`config.mk`:
```
export PLATFORM = sky130hd
export DESIGN_NAME = pcm_sampler
export DESIGN_NICKNAME = d
export VERILOG_FILES = /design/src/rtl/pcm_pkg.sv /design/src/rtl/pcm_tickgen.sv /design/src/rtl/pcm_sampler.sv
export SDC_FILE = /design/constraint.sdc
export NUM_CORES = 1
export LEC_CHECK = 0
export CORE_UTILIZATION = 54
export DETAILED_ROUTE_END_ITERATION = 10
export HOLD_SLACK_MARGIN = 0.08
export PLACE_DENSITY = 0.79
export SYNTH_ARGS = -nofsm -noshare
export SYNTH_HDL_FRONTEND = slang
export SYNTH_SLANG_ARGS = --single-unit
```
`constraint.sdc`:
```
create_clock -name i_clk36 -period 2.3 [get_ports i_clk36]
set_input_delay 0.345 -clock i_clk36 [delete_from_list [all_inputs] [get_ports i_clk36]]
set_output_delay 0.345 -clock i_clk36 [all_outputs]
set_load 0.02 [all_outputs]
```
`src/rtl/pcm_pkg.sv`:
```
// Shared definitions for the PCM sampling path: default symbol and sample
// widths, the 48 kHz divider for a 36 MHz clock, and the sampler FSM states.
package pcm_pkg;

  localparam int PCM_DW      = 2;
  localparam int PCM_SW      = 16;
  localparam int PCM_DIV_48K = 750;

  typedef enum logic {
    FILL  = 1'b0,
    READY = 1'b1
  } pcm_smp_state_t;

endpackage

```
`src/rtl/pcm_tickgen.sv`:
```
// Sample-rate tick generator for the 36 MHz domain.
// Counts 0..DIV-1 while enabled and pulses o_tick on the last count, so ticks
// are exactly DIV cycles apart and the first one lands DIV cycles after i_en
// rises. Dropping i_en clears the counter so the phase restarts cleanly.
module pcm_tickgen
  import pcm_pkg::*;
#(
  parameter int DIV = PCM_DIV_48K
) (
  input  logic i_clk36,
  input  logic i_rst36_n,
  input  logic i_en,
  output logic o_tick
);

  localparam int              DIVW     = (DIV > 1) ? $clog2(DIV) : 1;
  localparam logic [DIVW-1:0] DIV_LAST = DIVW'(DIV - 1);

  logic [DIVW-1:0] div;

  assign o_tick = i_en && (div == DIV_LAST);

  // Free-running divider, held at zero whenever the block is disabled
  always_ff @(posedge i_clk36 or negedge i_rst36_n) begin
    if (!i_rst36_n) begin
      div <= '0;
    end else if (!i_en || (div == DIV_LAST)) begin
      div <= '0;
    end else begin
      div <= div + 1'b1;
    end
  end

endmodule

```
`src/rtl/pcm_sampler.sv`:
```
// PCM sampler: drains the first-word-fall-through PCM FIFO, packs DW-bit
// symbols MSB-first into SW-bit samples and releases one sample per
// sample-rate tick. A tick that finds no complete sample repeats the previous
// sample and raises o_underrun, so the output cadence never breaks.
// Optional feature: define PCMSAMPLER_UNDERRUN_CNT_EN to add the saturating
// 16-bit underrun counter on o_underrun_cnt.
module pcm_sampler
  import pcm_pkg::*;
#(
  parameter int DW  = PCM_DW,
  parameter int SW  = PCM_SW,
  parameter int DIV = PCM_DIV_48K
) (
  input  logic          i_clk36,
  input  logic          i_rst36_n,
  input  logic          i_en,
  input  logic          i_empty,
  input  logic [DW-1:0] i_dout,
  output logic          o_rdreq,
  output logic [SW-1:0] o_sample,
  output logic          o_strobe,
`ifdef PCMSAMPLER_UNDERRUN_CNT_EN
  output logic          o_underrun,
  output logic [15:0]   o_underrun_cnt
`else
  output logic          o_underrun
`endif
);

  localparam int            NBEAT     = SW / DW;
  localparam int            BW        = $clog2(NBEAT) + 1;
  localparam logic [BW-1:0] BEAT_LAST = BW'(NBEAT - 1);

  pcm_smp_state_t state;
  pcm_smp_state_t state_nxt;

  logic [SW-1:0] shreg;
  logic [BW-1:0] beat;
  logic          tick;
  logic          pop;
  logic          release_evt;
  logic          underrun_evt;

  pcm_tickgen #(
    .DIV (DIV)
  ) u_tickgen (
    .i_clk36   (i_clk36),
    .i_rst36_n (i_rst36_n),
    .i_en      (i_en),
    .o_tick    (tick)
  );

  // A tick either hands over a finished sample or, while still filling,
  // reports an underrun; a last pop coinciding with the tick still counts
  // as an underrun because the sample was not ready at that edge.
  assign release_evt  = tick && (state == READY);
  assign underrun_evt = tick && (state == FILL);
  assign o_rdreq      = pop;

  // FSM state register
  always_ff @(posedge i_clk36 or negedge i_rst36_n) begin
    if (!i_rst36_n) begin
      state <= FILL;
    end else begin
      state <= state_nxt;
    end
  end

  // Next state and FIFO pop; the pop is combinational because the FIFO
  // presents its head word before the read request
  always_comb begin
    state_nxt = state;
    pop       = 1'b0;
    case (state)
      FILL: begin
        pop = i_en && !i_empty;
        if (pop && (beat == BEAT_LAST)) begin
          state_nxt = READY;
        end
      end
      READY: begin
        if (tick) begin
          state_nxt = FILL;
        end
      end
      default: begin
        state_nxt = FILL;
      end
    endcase
  end

  // Symbol packer: shift in MSB-first on each pop, rewind the beat count
  // once the finished sample has been handed over. A partial sample left by
  // an underrun simply keeps filling.
  always_ff @(posedge i_clk36 or negedge i_rst36_n) begin
    if (!i_rst36_n) begin
      shreg <= '0;
      beat  <= '0;
    end else if (pop) begin
      shreg <= {shreg[SW-DW-1:0], i_dout};
      beat  <= beat + 1'b1;
    end else if (release_evt) begin
      beat  <= '0;
    end
  end

  // Output stage: strobe on every tick, new sample only when one is ready
  always_ff @(posedge i_clk36 or negedge i_rst36_n) begin
    if (!i_rst36_n) begin
      o_sample   <= '0;
      o_strobe   <= 1'b0;
      o_underrun <= 1'b0;
    end else begin
      o_strobe   <= tick;
      o_underrun <= underrun_evt;
      if (release_evt) begin
        o_sample <= shreg;
      end
    end
  end

`ifdef PCMSAMPLER_UNDERRUN_CNT_EN
  function automatic logic [15:0] sat_inc16(input logic [15:0] v);
    return (v == 16'hFFFF) ? v : (v + 16'd1);
  endfunction

  logic [15:0] underrun_cnt;

  // Underrun counter, sticks at full scale instead of wrapping
  always_ff @(posedge i_clk36 or negedge i_rst36_n) begin
    if (!i_rst36_n) begin
      underrun_cnt <= '0;
    end else if (underrun_evt) begin
      underrun_cnt <= sat_inc16(underrun_cnt);
    end
  end

  assign o_underrun_cnt = underrun_cnt;
`endif

endmodule

```
# == Yosys cells after proc, flatten, opt, wreduce, memory -nomap -nowiden ==
# Cells that the tools add are included.
# classes
add_sub_neg,2
eq_ne,2
n_mux,7
n_bitwise,1
n_reduce_logical,9
# op_table
op,count
10-bit by 1-bit adder with 10-bit output (second input constant),1
10-bit equality test (second input constant),1
10-bit 2-to-1 mux,1
4-bit 2-to-1 mux,2
1-bit logical AND,5
4-bit by 1-bit adder with 4-bit output (second input constant),1
4-bit by 3-bit equality test with 1-bit output (second input constant),1
1-bit 2-to-1 mux,3
1-bit zero test,2
1-bit case mux with 2 select lines,1
2-bit nonzero test,1
1-bit logical OR,1
1-bit NOT,1
# totals
register_bits,49
in_bits,6
out_inout_bits,19
word_cells,28

# == Longest topological paths before layout ==
# depth
depth_word,5
mapped_depth,6
depth_no_buf,5

# == Modules after synthesis ==
# A second synthesis with hierarchy kept.
# hier_totals
cells_unflattened,152
hier_area_um2,2057.0
# modules_own_cells
mod,instances,cells_per_inst,area_each_um2,seq_area_each_um2
pcm_sampler,1,95,1502.7,975.9
pcm_tickgen,1,57,554.3,250.2

# == Worst setup path after synthesis ==
# No wires, ideal clock.
# synth_timing
path_type,reg-to-reg
start,reg u_tickgen.div[1]
end,reg o_sample[10]
setup_time_ps,125
arrival_time_ps,1683
required_time_ps,2175
slack_ps,493
path_stages_with_launch,7
n_path_buf,1
synth_period_minus_slack_ps,1807
cell_sequence,dfrtp_1 inv_1 ha_1 nand2b_1 nor4_4 buf_6 mux2_2
# synth_between
elab_chain_cells,3
# synth_lines
item,line,source
from (decl),pcm_tickgen.sv:19,logic [DIVW-1:0] div;
from (signal assigned),pcm_tickgen.sv:30,div <= div + 1'b1;
10-bit equality test,pcm_tickgen.sv:21,assign o_tick = i_en && (div == DIV_LAST);
1-bit logical AND,pcm_tickgen.sv:21,
1-bit logical AND,pcm_sampler.sv:56,assign release_evt = tick && (state == READY);
to (signal assigned),pcm_sampler.sv:117,o_sample <= shreg;
to (decl),pcm_sampler.sv:20,"output logic [SW-1:0] o_sample,"
# No other way between the ends.
# A chain may end at the register's enable or synchronous reset.

# == Final worst setup path ==
# layout_timing
start,in i_en
end,out o_rdreq
# layout_between
elab_chain_cells,2
# layout_lines
item,line,source
from (decl),pcm_sampler.sv:16,"input logic i_en,"
1-bit logical AND,pcm_sampler.sv:76,pop = i_en && !i_empty;
1-bit 2-to-1 mux,pcm_sampler.sv:74,case (state)
to (decl),pcm_sampler.sv:19,"output logic o_rdreq,"
# No other way between the ends.

==> results.sh <==
export IMPL_final_period_minus_worst_setup_slack_ns=2.065
export IMPL_worst_ep_arrival_time_ns=1.72
export IMPL_worstSetupEndpointType="primary output"
export IMPL_num_antenna_cells=0
export IMPL_cts_tree="built"
export IMPL_vdd_ir_drop_worst_v=0.0006252
export IMPL_dp_hpwl_um=2545
export IMPL_synthesis_instances=183
export IMPL_areaGrowthSynthToFinish_pct=19.98
export IMPL_layout_worst_path_cycle_share_pct=89.76
export IMPL_htreeDepth=2
export IMPL_finalSetupViolations=0
export IMPL_reg2regPathDepth=6
export IMPL_fp_dieH_um=63.31
export IMPL_cap_violations=0
export IMPL_port_buffer_count=24
export IMPL_detailedRoute_firstPassIterationCount=4
export IMPL_final_net_count=225
export IMPL_core_area_sq_mm=0.003468
export IMPL_grt_antenna_before_repair=0
export IMPL_worst_setup_path_type="in2out"
export IMPL_grt_busiest_layer="met2"
export IMPL_clkLatencyLatePin_ns=0.30
export IMPL_ys_warn_count=0
export IMPL_run_status="finished, final reports clean"
export IMPL_timing_max_transition_violations_final=0
export IMPL_cpLargestDelayFamily="buffers and inverters"
export IMPL_p_leak_uw=0.001193
export IMPL_tightest_slew_ns=0.7014
export IMPL_drc=0
export IMPL_timing_max_slew_rel_slack_pct=52.96
export IMPL_layout_cells_most_common_list="55 x sky130_fd_sc_hd__nand2_1, 49 x sky130_fd_sc_hd__dfrtp_1, 22 x sky130_fd_sc_hd__clkdlybuf4s50_1"
export IMPL_io_pins=25
export IMPL_synthDistinctLibCells=30
export IMPL_timing_hold_worst_class="in2async"
export IMPL_crit_chain="clkdlybuf4s50_1, or3b_2, clkinv_1, dlygate4sd2_1"
export IMPL_critPathMaxStageDelay_ns=0.47
export IMPL_timing_clock_skew_ns=0.009843
export IMPL_design_power_total_uw=1952
export IMPL_crit_path_start_kind="primary input"
export IMPL_synth_fp_nets=192
export IMPL_cpMaxStageDelayCell="sky130_fd_sc_hd__clkdlybuf4s50_1"
export IMPL_layout_commonest_cell="sky130_fd_sc_hd__nand2_1"
export IMPL_core_rowCount=21
export IMPL_required_ns=1.96
export IMPL_floorplan_die_area_sq_mm=0.004008
export IMPL_layoutNonFillerInstCount=263
export IMPL_wire_per_inst_um=13.71
export IMPL_via_count_of_the_first_global_routing_pass=1386
export IMPL_timing_hold_violations_final=0
export IMPL_synth_yosys_seq_area_share_pct=60.42
export IMPL_synthesis_area_per_instance_sq_um=11.09
export IMPL_grt_setup_unrepaired="no"
export IMPL_grt_pass1_wl_um=6327
export IMPL_grt_max_degree=38
export IMPL_cts_post_setup_buffers_inserted=0
export IMPL_drt_vias_per_instance=5.289
export IMPL_start_util_pct=58.51
export IMPL_gp_routability_congestion=0.7660
export IMPL_via_count=1391
export IMPL_power_density_mw_per_mm2=801.9
export IMPL_post_route_cells_drive_above_1_share_pct=15.67
export IMPL_cp_num_buf_inv=3
export IMPL_regToRegEndpoint="o_sample[14]"
export IMPL_antenna_left=0
export IMPL_regToRegSetupSlack_ns=0.45
export IMPL_totalWireLength_um=3607
export IMPL_clkSlewWorstSetupHoldPaths_ns=0.09
export IMPL_setup_tns_ns=0
export IMPL_cts_bufs_inserted=5
export IMPL_cts_root_buffer_cell="sky130_fd_sc_hd__clkbuf_8"
export IMPL_max_freq_ghz=0.4844
export IMPL_worst_path_max_fanout=2
export IMPL_mappedNetlistArea_sq_mm=0.002029
export IMPL_gr_usage_met2_pct=35.35
export IMPL_die_w_um=63.31
export IMPL_placed_cells_incl_taps=254
export IMPL_reg2reg_from="u_tickgen.div[1]"
export IMPL_clockBufferDepth=2
export IMPL_detail_route_iter0_violations=64
export IMPL_ys_seq_elements=49
export IMPL_met1_demand_to_capacity_share_in_global_routing_pct=26.84
export IMPL_groute_layer_met3_usage_pct=3.804
export IMPL_cts_sink_count=49
export IMPL_gr_usage_all_layers_pct=21.02
export IMPL_global_route_overflow_total=0
[synth_stat cells (all sizes together)]
cell type | count | area share, %
clkinv | 1 | 0.18
o31ai | 2 | 0.99
nand4 | 3 | 1.7
nor4 | 2 | 1.4
nor2 | 7 | 1.3
or3 | 4 | 1.2
o22ai | 1 | 0.31
xor2 | 3 | 1.3
ha | 3 | 1.8
a21oi | 5 | 1.2
o21ai | 7 | 1.7
mux2 | 16 | 8.9
xnor2 | 1 | 0.43
or4 | 2 | 0.74
o2bb2ai | 1 | 0.43
nor2b | 2 | 0.62
or3b | 1 | 0.43
nand3b | 2 | 0.74
nand3 | 5 | 1.2
clkbuf | 3 | 0.55
buf | 2 | 0.80
nand2 | 55 | 10
o21bai | 1 | 0.37
inv | 4 | 0.74
nand2b | 1 | 0.31
dfrtp | 49 | 60
[state kept, by name, indices dropped and copies added (netlist names)]
name,flops
u_tickgen.div,10
o_sample,16
o_strobe,1
state,1
shreg,16
beat,4
o_underrun,1
[repair_timing]
action	4_1_cts	5_1_grt
endpoints found under the setup margin	1	0
hold buffers	1	0
hold endpoints to repair	12	0
resized for setup	1	0
[routing by layer]
layer | wire (um) | vias up
li1 | - | 678
met1 | 1671 | 680
met2 | 1767 | 28
met3 | 116 | 5
met4 | 51 | 0
met5 | 0 | -
[through the flow]
step	setup slack, ns	area (sq um)	hold WS (ns)	utilization, %
global route	0.1996	2435	0.4906	70.20
finish	0.2354	2435	0.4638	70.20
global placement	-0.01520	2340	0.2407	67.46
CTS	0.2438	2435	0.4707	70.20
detailed placement	-0.02645	2340	0.2509	67.46
floorplan	0.4925	2029	0.04941	-
[cell families after synthesis]
kind of cell	after synthesis	share of synthesized area, %
xor gates and xnor gates	4	1.727
DFF	49	60.42
adders and majority gates	3	1.850
buffers and inverters	10	2.280
and+or+nand+nor	84	19.79
muxes	16	8.878
AOI/OAI and AO/OA	17	5.056
[cell type report]
cell class	instances	area (sq um)
clock buffer	6	72.57
clock inverter	2	13.76
fill	262	1033
inverter	5	18.77
multi-input combinational	124	757.0
sequential	49	1226
tap	46	57.56
timing repair buffer	31	289.0
[report_power, final]
| group | total [uW] | internal [uW] | leakage, uW | switching, uW |
|---|---|---|---|---|
| combinational | 300 | 125 | 0.000485 | 175 |
| sequential | 1160 | 1030 | 0.000662 | 137 |
| clock | 488 | 217 | 0.0000456 | 271 |
| total | 1950 | 1370 | 0.00119 | 583 |
[how the worst max path moves through the flow]
stage / depth (start not counted) / end / start / slack [ns]
after floorplan: 6 / o_sample[10] / u_tickgen.div[1] / 0.49
after global placement: 4 / o_rdreq / i_en / -0.02
after detailed placement: 4 / o_rdreq / i_en / -0.03
after CTS: 4 / o_rdreq / i_en / 0.24
after global routing: 4 / o_rdreq / i_en / 0.20
final: 4 / o_rdreq / i_en / 0.24
[worst register-to-register path, stage by stage, from the launching register on]
cell and delay [ns]:
sky130_fd_sc_hd__dfrtp_1 0.42, sky130_fd_sc_hd__inv_1 0.07, sky130_fd_sc_hd__ha_1 0.14, sky130_fd_sc_hd__nand2b_1 0.14, sky130_fd_sc_hd__nor4_4 0.35, sky130_fd_sc_hd__buf_4 0.25
sky130_fd_sc_hd__mux2_2 0.36
No activity file was read; power rests on OpenSTA's default activity.
